**src/rtl/bb_pkg.sv**
```systemverilog
// Shared definitions for the baseball action stream, used by the play
// generator and the scoring receiver.
//   - action codes ACT_BB..ACT_FLY (3-bit)
//   - half-inning codes TOP / BOT
//   - generator state type gen_state_e
//   - default LFSR seed and Galois tap mask, plus a one-step helper
package bb_pkg;

   localparam logic [2:0] ACT_BB   = 3'd0;
   localparam logic [2:0] ACT_1H   = 3'd1;
   localparam logic [2:0] ACT_2H   = 3'd2;
   localparam logic [2:0] ACT_3H   = 3'd3;
   localparam logic [2:0] ACT_HR   = 3'd4;
   localparam logic [2:0] ACT_BUNT = 3'd5;
   localparam logic [2:0] ACT_GND  = 3'd6;
   localparam logic [2:0] ACT_FLY  = 3'd7;

   localparam logic TOP = 1'b0;
   localparam logic BOT = 1'b1;

   typedef enum logic [1:0] {
      IDLE = 2'd0,
      PLAY = 2'd1,
      FIN  = 2'd2
   } gen_state_e;

   localparam logic [15:0] SEED_DEF  = 16'hACE1;
   localparam logic [15:0] LFSR_TAPS = 16'hB400;

   // Right-shifting Galois step: the bit shifted out folds the taps back in.
   function automatic logic [15:0] lfsr_next(input logic [15:0] s);
      return (s >> 1) ^ (s[0] ? LFSR_TAPS : 16'h0000);
   endfunction

endpackage

```
**src/rtl/bb_lfsr16.sv**
```systemverilog
// 16-bit Galois LFSR used as the random action source.
//   clk      in   clock
//   rst      in   synchronous active-high reset (state -> SEED_DEF)
//   load_i   in   load seed_i; if step_i is also high the loaded value
//                 is already advanced by one step
//   seed_i   in   16-bit seed
//   step_i   in   advance one step
//   state_o  out  current LFSR state
module bb_lfsr16
   import bb_pkg::*;
(
   input  logic        clk,
   input  logic        rst,
   input  logic        load_i,
   input  logic [15:0] seed_i,
   input  logic        step_i,
   output logic [15:0] state_o
);

   logic [15:0] state_q;
   logic [15:0] state_d;

   always_comb begin
      state_d = state_q;
      if (load_i) begin
         state_d = step_i ? lfsr_next(seed_i) : seed_i;
      end else if (step_i) begin
         state_d = lfsr_next(state_q);
      end
   end

   always_ff @(posedge clk) begin
      if (rst) begin
         state_q <= SEED_DEF;
      end else begin
         state_q <= state_d;
      end
   end

   assign state_o = state_q;

endmodule

```
**src/rtl/bb_play_gen.sv**
```systemverilog
// Baseball play generator: emits one complete game as a gap-free stream of
// (inning, half, action) with in_valid, tracking outs and the runner on 1st
// so halves switch exactly where the scoring receiver records the 3rd out.
//   clk, rst         clock, synchronous active-high reset
//   start            one-cycle game request (honoured only when idle)
//   seed             LFSR seed latched on start (0 selects SEED_DEF)
//   ext_act_en/act   external action override
//   in_valid         high for every action of the game
//   inning, half     position of the current action
//   action           current action code
//   busy             high from accepted start until done
//   done             one-cycle pulse after the last action
//
// state | meaning
// IDLE  | waiting for start; outputs hold the last game's values
// PLAY  | an action is on the outputs; each cycle emits the next one
// FIN   | done pulse cycle; in_valid/busy low
module bb_play_gen #(
   parameter int          N_INNING = 3,
   parameter int          MAX_PA   = 15,
   parameter logic [15:0] SEED_DEF = bb_pkg::SEED_DEF
) (
   input  logic        clk,
   input  logic        rst,
   input  logic        start,
   input  logic [15:0] seed,
   input  logic        ext_act_en,
   input  logic [2:0]  ext_act,
   output logic        in_valid,
   output logic [1:0]  inning,
   output logic        half,
   output logic [2:0]  action,
   output logic        busy,
   output logic        done
);

   import bb_pkg::*;

   localparam logic [1:0] INN_LAST = 2'(N_INNING);
   localparam logic [4:0] PA_LIM   = 5'(MAX_PA);

   gen_state_e  state_q, state_d;
   logic [1:0]  outs_q, outs_d;
   logic        base1_q, base1_d;
   logic [4:0]  pa_q, pa_d;
   logic        hend_q, hend_d;     // action on the outputs ended its half
   logic        in_valid_q, in_valid_d;
   logic [1:0]  inning_q, inning_d;
   logic        half_q, half_d;
   logic [2:0]  action_q, action_d;
   logic        busy_q, busy_d;
   logic        done_q, done_d;

   logic        accept;
   logic        game_over;
   logic        emit;
   logic [15:0] seed_eff;
   logic [15:0] lfsr_state;
   logic [15:0] lfsr_cur;
   logic [2:0]  act;
   logic [1:0]  outs_n;
   logic        base1_n;
   logic        end_n;
   logic [4:0]  pa_n;
   logic [1:0]  inn_nx;
   logic        half_nx;

   assign accept    = (state_q == IDLE) && start;
   assign game_over = hend_q && (inning_q == INN_LAST) && (half_q == BOT);
   assign emit      = accept || ((state_q == PLAY) && !game_over);
   assign seed_eff  = (seed == 16'h0000) ? SEED_DEF : seed;

   // The first action of a game is drawn from the seed itself, before the
   // register has loaded it.
   assign lfsr_cur  = (state_q == IDLE) ? seed_eff : lfsr_state;

   bb_lfsr16 u_lfsr (
      .clk     (clk),
      .rst     (rst),
      .load_i  (accept),
      .seed_i  (seed_eff),
      .step_i  (emit && !ext_act_en),
      .state_o (lfsr_state)
   );

   always_comb begin
      if (pa_q >= PA_LIM) begin
         act = ACT_FLY;
      end else if (ext_act_en) begin
         act = ext_act;
      end else begin
         act = lfsr_cur[2:0];
      end
   end

   // Outs / runner bookkeeping for the action about to be emitted.
   always_comb begin
      outs_n  = outs_q;
      base1_n = base1_q;
      end_n   = 1'b0;
      unique case (act)
         ACT_BB, ACT_1H: base1_n = 1'b1;
         ACT_2H, ACT_3H, ACT_HR: base1_n = 1'b0;
         ACT_BUNT: begin
            base1_n = 1'b0;
            if (outs_q == 2'd2) end_n = 1'b1;
            else                outs_n = outs_q + 2'd1;
         end
         ACT_GND: begin
            if (outs_q == 2'd0) begin
               outs_n  = base1_q ? 2'd2 : 2'd1;
               base1_n = 1'b0;
            end else if (outs_q == 2'd1) begin
               if (base1_q) begin
                  end_n = 1'b1;
               end else begin
                  outs_n  = 2'd2;
                  base1_n = 1'b0;
               end
            end else begin
               end_n = 1'b1;
            end
         end
         ACT_FLY: begin
            if (outs_q == 2'd2) end_n = 1'b1;
            else                outs_n = outs_q + 2'd1;
         end
         default: ;
      endcase
      if (end_n) begin
         outs_n  = 2'd0;
         base1_n = 1'b0;
      end
   end

   assign pa_n = end_n ? 5'd0 : ((pa_q == 5'd31) ? pa_q : pa_q + 5'd1);

   // Position of the action about to be emitted.
   always_comb begin
      inn_nx  = inning_q;
      half_nx = half_q;
      if (accept) begin
         inn_nx  = 2'd1;
         half_nx = TOP;
      end else if (hend_q) begin
         half_nx = ~half_q;
         if (half_q == BOT) inn_nx = inning_q + 2'd1;
      end
   end

   always_comb begin
      state_d    = state_q;
      outs_d     = outs_q;
      base1_d    = base1_q;
      pa_d       = pa_q;
      hend_d     = hend_q;
      in_valid_d = in_valid_q;
      inning_d   = inning_q;
      half_d     = half_q;
      action_d   = action_q;
      busy_d     = busy_q;
      done_d     = 1'b0;
      unique case (state_q)
         IDLE: begin
            if (start) begin
               state_d    = PLAY;
               in_valid_d = 1'b1;
               busy_d     = 1'b1;
            end
         end
         PLAY: begin
            if (game_over) begin
               state_d    = FIN;
               in_valid_d = 1'b0;
               busy_d     = 1'b0;
               done_d     = 1'b1;
               hend_d     = 1'b0;
            end
         end
         FIN: state_d = IDLE;
         default: state_d = IDLE;
      endcase
      if (emit) begin
         action_d = act;
         inning_d = inn_nx;
         half_d   = half_nx;
         outs_d   = outs_n;
         base1_d  = base1_n;
         pa_d     = pa_n;
         hend_d   = end_n;
      end
   end

   always_ff @(posedge clk) begin
      if (rst) begin
         state_q    <= IDLE;
         outs_q     <= 2'd0;
         base1_q    <= 1'b0;
         pa_q       <= 5'd0;
         hend_q     <= 1'b0;
         in_valid_q <= 1'b0;
         inning_q   <= 2'd0;
         half_q     <= TOP;
         action_q   <= 3'd0;
         busy_q     <= 1'b0;
         done_q     <= 1'b0;
      end else begin
         state_q    <= state_d;
         outs_q     <= outs_d;
         base1_q    <= base1_d;
         pa_q       <= pa_d;
         hend_q     <= hend_d;
         in_valid_q <= in_valid_d;
         inning_q   <= inning_d;
         half_q     <= half_d;
         action_q   <= action_d;
         busy_q     <= busy_d;
         done_q     <= done_d;
      end
   end

   assign in_valid = in_valid_q;
   assign inning   = inning_q;
   assign half     = half_q;
   assign action   = action_q;
   assign busy     = busy_q;
   assign done     = done_q;

endmodule
```
**config.mk**
```make
export PLATFORM = sky130hd
export DESIGN_NAME = bb_play_gen
export DESIGN_NICKNAME = d
export VERILOG_FILES = /design/src/rtl/bb_pkg.sv /design/src/rtl/bb_lfsr16.sv /design/src/rtl/bb_play_gen.sv
export SDC_FILE = /design/constraint.sdc
export NUM_CORES = 1
export LEC_CHECK = 0
export ABC_AREA = 0
export ABC_CLOCK_PERIOD_IN_PS = 2500
export BUFFER_PORTS_ARGS = -buffer_cell sky130_fd_sc_hd__buf_2
export CELL_PAD_IN_SITES_DETAIL_PLACEMENT = 0
export CELL_PAD_IN_SITES_GLOBAL_PLACEMENT = 2
export CORE_MARGIN = 2
export CORE_UTILIZATION = 36
export DETAILED_ROUTE_END_ITERATION = 7
export GPL_TIMING_DRIVEN = 0
export PLACE_DENSITY_LB_ADDON = 0.1
export SYNTH_ARGS = -nofsm -noshare
export SYNTH_HDL_FRONTEND = slang
export SYNTH_HIERARCHICAL = 1
export SYNTH_SLANG_ARGS = --single-unit
```
**constraint.sdc**
```tcl
create_clock -name clk -period 2.5 [get_ports clk]
set_input_delay 0 -clock clk [delete_from_list [all_inputs] [get_ports clk]]
set_output_delay 0 -clock clk [all_outputs]
set_load 0.02 [all_outputs]
```
==> impl_metrics.csv, run 1 <==
group,metric,value,unit
layout,fin_nets,298,
synthesis,synthFlopType,"dfxtp_1",
run_status,outcome,"complete, no violations",
timing,hold_viol,0,
layout,antenna_cells,0,
clock_tree,cts_tree,"yes",
timing,worst_slack,188.8,ps
synthesis,yosys.area_share.simple,0.2161,
placement,portBuffers,30,
synthesis,synthMuxAreaShare,0.1596,
floorplan,die_h,83.21,µm
placement,preCtsSetupSlack,80.31,ps
placement,dp_hpwl,3860,µm
synthesis,synth_xor_area_frac,0.03102,
setup_path,end_kind,"register",
floorplan,floorplan.initialDensity,0.3770,
synthesis,syn_area_per_cell,9.993,µm²
detailed_routing,vias,1795,
pwr,cellPowerDensity,594.8,nW/µm²
global_routing,grt_overflow,0,
pwr,p_leak,1.099,nW
floorplan,dieArea,6923,µm²
global_routing,grt_pass1_wl,8493,µm
setup_path,crit_path_cell_trace,"ha_1, and3_1, ha_1, nor2_1, nand2_1, o2bb2ai_4, mux2i_4, a2bb2oi_1, nor2_1",
synthesis,synth-adder-area-share,0.03878,
run,maxCapViolCount,0,
clock_tree,h-tree-depth,2,
global_routing,grt_pass1_vias,1710,
synthesis,synth_cell_types,56,
detailed_routing,dr.pass1.iters,4,
placement,place_area,2502,µm²
timing,worst_slew_pin_slew,802.7,ps
setup_path,critPathRequiredTime,2670,ps
synthesis,synth-edff-count,0,
setup_path,crit_fanout,7,
pwr,pwr-share-comb,0.219,
synthesis,yosysSeqAreaShare,0.3102,
layout,num-fill-cells,596,
synthesis,synth_top_family_by_area,"simple AND/OR/NAND/NOR gates",
layout,drive_above_1_share,0.2714,
layout,syn2layout_area_growth,19.39,%
setup_path,slowest_delay,350,ps
setup_path,cp-start-kind,"register",
pwr,switchingPower,0.4257,mW
timing,period_share,0.9245,
clock_tree,path_clk_slew,80,ps
setup_path,arrival,2480,ps
worst_hold_path,hp-class,"input port to register",
pwr,ir_drop,0.2942,mV
synthesis,synth_top_area_share,0.3102,
detailed_routing,drt-total-wl,5079,µm
synthesis,synth_fp_nets,256,
synthesis,yosysWarnings,6,
synthesis,synth-seq-cells,35,
clock_tree,clock_latency,290,ps
pwr,p_int,1.178,mW
global_routing,grt_max_degree,13,
timing,grt_setup_unrepaired,"no",
setup_path,crit_family,"simple AND/OR/NAND/NOR gates",
pwr,power,1.604,mW
timing,relSlewSlack,0.4578,
setup_path,crit_slowest_cell,"mux2i_4",
timing,min_period,2311,ps
synthesis,yosys.area.top_type,"dfxtp_1",
timing,max_freq,0.4327,GHz
setup_path,path_buf_inv,0,
detailed_routing,antenna_left,0,
detailed_routing,drtIter0Drc,55,
placement,place_congestion,0.7411,
synthesis,synthCells,226,
floorplan,die_w,83.21,µm
detailed_routing,wl_per_cell,14.76,µm
clock_tree,cts-root-buf,"clkbuf_8",
detailed_routing,drt-vias-per-instance,5.218,
synthesis,synthArstFlopShare,0,
synthesis,synthTopCellsByArea,"dfxtp_1, mux4_1, mux4_2, ha_1, nor2_1",
clock_tree,clock-sinks,35,
global_routing,antenna_found_initial,0,
pwr,swShare,0.2654,
pwr,clockPowerShare,0.385,
timing,slew_violations,0,
synthesis,netlist_area,2258,µm²
layout,design_area,2696,µm²
global_routing,track_usage,0.1520,
timing,setup_tns,0,ps
detailed_routing,drc_errors,0,
timing,clock_skew,5.454,ps
clock_tree,clock_path_buffers,2,
floorplan,core,5991,µm²
pwr,power_frac_seq,0.396,
synthesis,synth_compound_area_frac,0.1706,
clock_tree,cts_buffers,5,
setup_path,worstSetupPathType,"register to register",
floorplan,rows,28,
timing,final-setup-viol-count,0,
floorplan,ios,32,
timing,whs,9.324,ps
[layer usage]
metal | vias up | track usage | wire length [µm]
li1 | 913 | - | -
met1 | 834 | 0.2200 | 2653
met2 | 41 | 0.2207 | 2105
met3 | 7 | 0.03678 | 244
met4 | 0 | 0.05067 | 76
met5 | - | 0 | 0
[timing repair]
| item | 4_1_cts | 5_1_grt |
|---|---|---|
| buffers inserted | 0 | 4 |
| resized for setup | 0 | 2 |
| hold endpoints to repair | 2 | 0 |
| setup endpoints to repair | 0 | 3 |
| hold buffers | 1 | 0 |
[state kept, by name, indices dropped and copies added (netlist names)]
register        cells
outs_q              2
base1_q             1
u_lfsr/state_o     16
pa_q                5
inning              2
half                1
done                1
hend_q              1
state_q             2
action              3
busy                1
[layout by cell type (no fill, tap or decap), drive strengths merged, types with 4 or more instances in the layout]
cell type,Yosys,routed
a21oi,9,9
inv,10,10
nor4,5,5
nand4,4,4
nand2,10,10
clkbuf,12,17
or2b,8,8
nor2,23,23
dfxtp,35,35
buf,7,41
nor2b,8,8
a211oi,5,5
mux4,13,13
o21ai,9,9
ha,7,7
nand3,4,4
o211ai,4,4
nand2b,4,4
xnor2,6,6
nor3,4,4
or2,7,7
[metrics by stage]
step | util | cells
global route | 0.4501 | 344
CTS | 0.4421 | 340
finish | 0.4501 | 344
detailed placement | 0.4177 | 331
floorplan | - | 226
global placement | 0.4177 | 331
[path summary, 6_finish.rpt]
kind                                start        end  slack [ps]  cells after the start
worst max-delay path              pa_q[0]     hend_q         190                      9
worst min-delay path                start  inning[0]           9                      3
worst max register to register    pa_q[0]     hend_q         190                      9
worst min register to register  action[2]  action[2]         450                      2
[synthesized netlist by cell type (all sizes together), types with 5 or more instances]
master and number:
nor2b 8, clkbuf 12, o21ai 9, or2 7, a21oi 9, inv 10, mux4 13, ha 7
buf 7, or2b 8, a211oi 5, xnor2 6, nand2 10, dfxtp 35, nor2 23, nor4 5
[tightest hold or removal path, cell delays in order]
cell	delay, ps
buf_2	110
nand2_1	90
a21oi_1	70
[cell type report]
type / count / area (µm²) / area share
well taps: 75 / 93.84 / 0.03480
multi-input cells: 162 / 1409 / 0.5225
plain buffers: 19 / 128.9 / 0.04780
clock buffers: 5 / 68.82 / 0.02552
repair buffers: 35 / 190.2 / 0.07053
clock inverters: 3 / 67.56 / 0.02506
inverters: 10 / 37.54 / 0.01392
flip-flops and latches: 35 / 700.7 / 0.2599
[cells by family after synthesis]
kind of cell | after synthesis
xor gates and xnor gates | 8
adders and majority gates | 7
DFF | 35
buffers and inverters | 29
muxes | 16
and+or+nand+nor | 88
AOI/OAI and AO/OA | 43
[power by group through the flow]
| stage | logic [mW] | clock network [mW] | registers (mW) |
|---|---|---|---|
| after global placement | 0.336 | 0 | 0.648 |
| final | 0.351 | 0.618 | 0.635 |
| after floorplan | 0.250 | 0 | 0.647 |
| after global routing | 0.389 | 0.662 | 0.641 |
| after CTS | 0.338 | 0.642 | 0.635 |
| after detailed placement | 0.336 | 0 | 0.647 |
(Power assumes the default switching activity.)
==> run 2, diff against run 1 <==
CORE_UTILIZATION = 34   (was 36)
SYNTH_HIERARCHICAL = default   (was 1)
==> impl_metrics.csv, run 2 <==
group,metric,value,unit
synthesis,synthTopCellsByArea,"dfxtp_1, nor2_1, nand2_1, ha_1, a211oi_1",
timing,final-setup-viol-count,0,
detailed_routing,drtIter0Drc,77,
floorplan,floorplan.initialDensity,0.3529,
global_routing,antenna_found_initial,0,
placement,portBuffers,29,
synthesis,synth_fp_nets,281,
synthesis,synth-edff-count,0,
synthesis,synthCells,251,
clock_tree,path_clk_slew,80,ps
timing,whs,12.55,ps
clock_tree,clock_path_buffers,2,
synthesis,yosysMostFrequentCell,"dfxtp_1",
pwr,ir_drop,0.2121,mV
timing,max_freq,0.4323,GHz
setup_path,critPathRequiredTime,2690,ps
clock_tree,cts-root-buf,"clkbuf_8",
detailed_routing,drt-total-wl,6128,µm
layout,syn2layout_area_growth,17.98,%
worst_hold_path,hp-class,"input port to register",
setup_path,end_kind,"register",
clock_tree,clock-sinks,35,
timing,period_share,0.9254,
synthesis,synth_cell_types,53,
setup_path,worstSetupPathType,"register to register",
layout,largest_reg_flops,16,
setup_path,cpMostUsedCell,"ha_1",
timing,relSlewSlack,0.6102,
synthesis,synth-seq-cells,35,
placement,dp_hpwl,4454,µm
clock_tree,cts_buffers,5,
synthesis,synth_top_area_share,0.3333,
synthesis,synthFlopType,"dfxtp_1",
setup_path,slowest_delay,370,ps
timing,slew_violations,0,
global_routing,grt_max_degree,13,
floorplan,die_h,82.63,µm
floorplan,ios,32,
run,maxCapViolCount,0,
pwr,cellPowerDensity,560.8,nW/µm²
clock_tree,h-tree-depth,2,
clock_tree,clock_latency,300,ps
floorplan,core,5956,µm²
floorplan,rows,28,
synthesis,yosysWarnings,0,
floorplan,die_w,82.63,µm
detailed_routing,dr.pass1.iters,4,
pwr,pwr-share-comb,0.235,
pwr,p_leak,0.9939,nW
layout,layout_common_cells,"dfxtp_1, buf_2, nor2_1",
detailed_routing,drc_errors,0,
layout,antenna_cells,0,
layout,drive_above_1_share,0.2021,
synthesis,yosysSeqAreaShare,0.3333,
pwr,swShare,0.3314,
synthesis,syn_area_per_cell,8.375,µm²
pwr,clockPowerShare,0.310,
timing,min_period,2313,ps
setup_path,crit_slowest_cell,"o41ai_2",
timing,worst_slew_pin_slew,584.6,ps
global_routing,grt_pass1_vias,1930,
synthesis,yosys.area.top_type,"dfxtp_1",
setup_path,crit_path_cell_trace,"ha_1, and3_1, ha_1, nor2_1, and2_2, o21ai_1, nand4_1, nand2_2, o41ai_2",
setup_path,crit_fanout,5,
synthesis,synthArstFlopShare,0,
timing,hold_viol,0,
clock_tree,cts_tree,"yes",
placement,preCtsSetupSlack,58.41,ps
synthesis,yosys-top-cells-count,"dfxtp_1, nor2_1, nand2_1",
setup_path,cp-start-kind,"register",
detailed_routing,wl_per_cell,16.70,µm
layout,fin_nets,321,
layout,finish.utilization,0.4164,
global_routing,grt_pass1_wl,10080,µm
detailed_routing,vias,2057,
global_routing,grt_overflow,0,
pwr,switchingPower,0.4609,mW
run_status,outcome,"complete, no violations",
synthesis,netlist_area,2102,µm²
detailed_routing,drt-vias-per-instance,5.605,
floorplan,dieArea,6828,µm²
timing,worst_slack,186.6,ps
pwr,power_frac_seq,0.455,
placement,place_congestion,0.8422,
timing,clock_skew,7.380,ps
setup_path,arrival,2500,ps
detailed_routing,antenna_left,0,
pwr,p_int,0.9299,mW
global_routing,track_usage,0.1970,
layout,final_common_cell,"dfxtp_1",
-- run 2: cell count changes after synthesis, moves of 4 or more --
cell,delta
nand2_1,+15
nor2_1,+4
nor2b_1,-8
mux4_1,-9
nor3_1,+7
buf_2,+4
mux4_2,-4
o22ai_1,+4
or2_2,-6
a211oi_1,+4
o221ai_1,+6
or2b_1,-7
a32o_1,+4
-- run 2: layout make-up --
class	instances	area, µm²
plain buffers	17	77.57
flip-flops and latches	35	700.7
fillers	641	3476
multi-input cells	188	1297
clock inverters	3	20.02
inverters	11	41.29
clock buffers	5	68.82
repair buffers	33	180.2
well taps	75	93.84
-- run 2: repair_timing --
item	4_1_cts	5_1_grt
hold endpoints to repair	2	0
setup endpoints to repair	0	17
setup buffers	0	2
gates resized for setup	0	4
hold buffers	2	0
-- run 2: path summary, 6_finish.rpt --
path | startpoint | endpoint | slack, ps | depth (start not counted)
worst min-delay path | seed[14] | u_lfsr.state_o[14] | 10 | 2
worst min register to register | pa_q[4] | pa_q[4] | 500 | 2
worst max-delay path | pa_q[0] | outs_q[1] | 190 | 9
worst max register to register | pa_q[0] | outs_q[1] | 190 | 9
-- run 2: cells by family after synthesis --
logic type,share of synthesized area
adder cells (fa/ha/maj),0.04166
flip-flops,0.3333
buffers and inverters,0.05655
AND/OR/NAND/NOR,0.2286
AO/OA/AOI/OAI,0.2786
XOR/XNOR,0.03750
multiplexers,0.02381
-- run 2: layer usage --
metal / part of all wire / vias to the layer above / GRT usage
met3: 0.044 / 5 / 0.03043
met4: 0.0085 / 0 / 0.05410
li1: - / 1018 / -
met2: 0.44 / 40 / 0.3056
met1: 0.51 / 994 / 0.2821
met5: 0 / - / 0
-- run 2: per-stage QoR --
stage	power, mW	TNS (ps)	cells	instance area (µm²)
final	1.391	0	367	2480
after detailed placement	0.9656	0	355	2341
after CTS	1.401	0	365	2450
after global placement	0.9674	0	355	2341
after floorplan	0.8668	0	251	2102
after global routing	1.471	-3.277	367	2480
-- run 2: critical path: cells and delay by family (launching register included) --
family,cells,cell delay [ps]
simple gates,5,970
compound gates,2,480
fa+ha+maj,2,410
flops,1,350
-- run 2: power groups by stage --
stage	combinational, mW	sequential (mW)	clock, mW
after floorplan	0.219	0.648	0
after global placement	0.323	0.644	0
after detailed placement	0.320	0.646	0
after CTS	0.324	0.633	0.444
after global routing	0.369	0.639	0.464
final	0.327	0.633	0.432
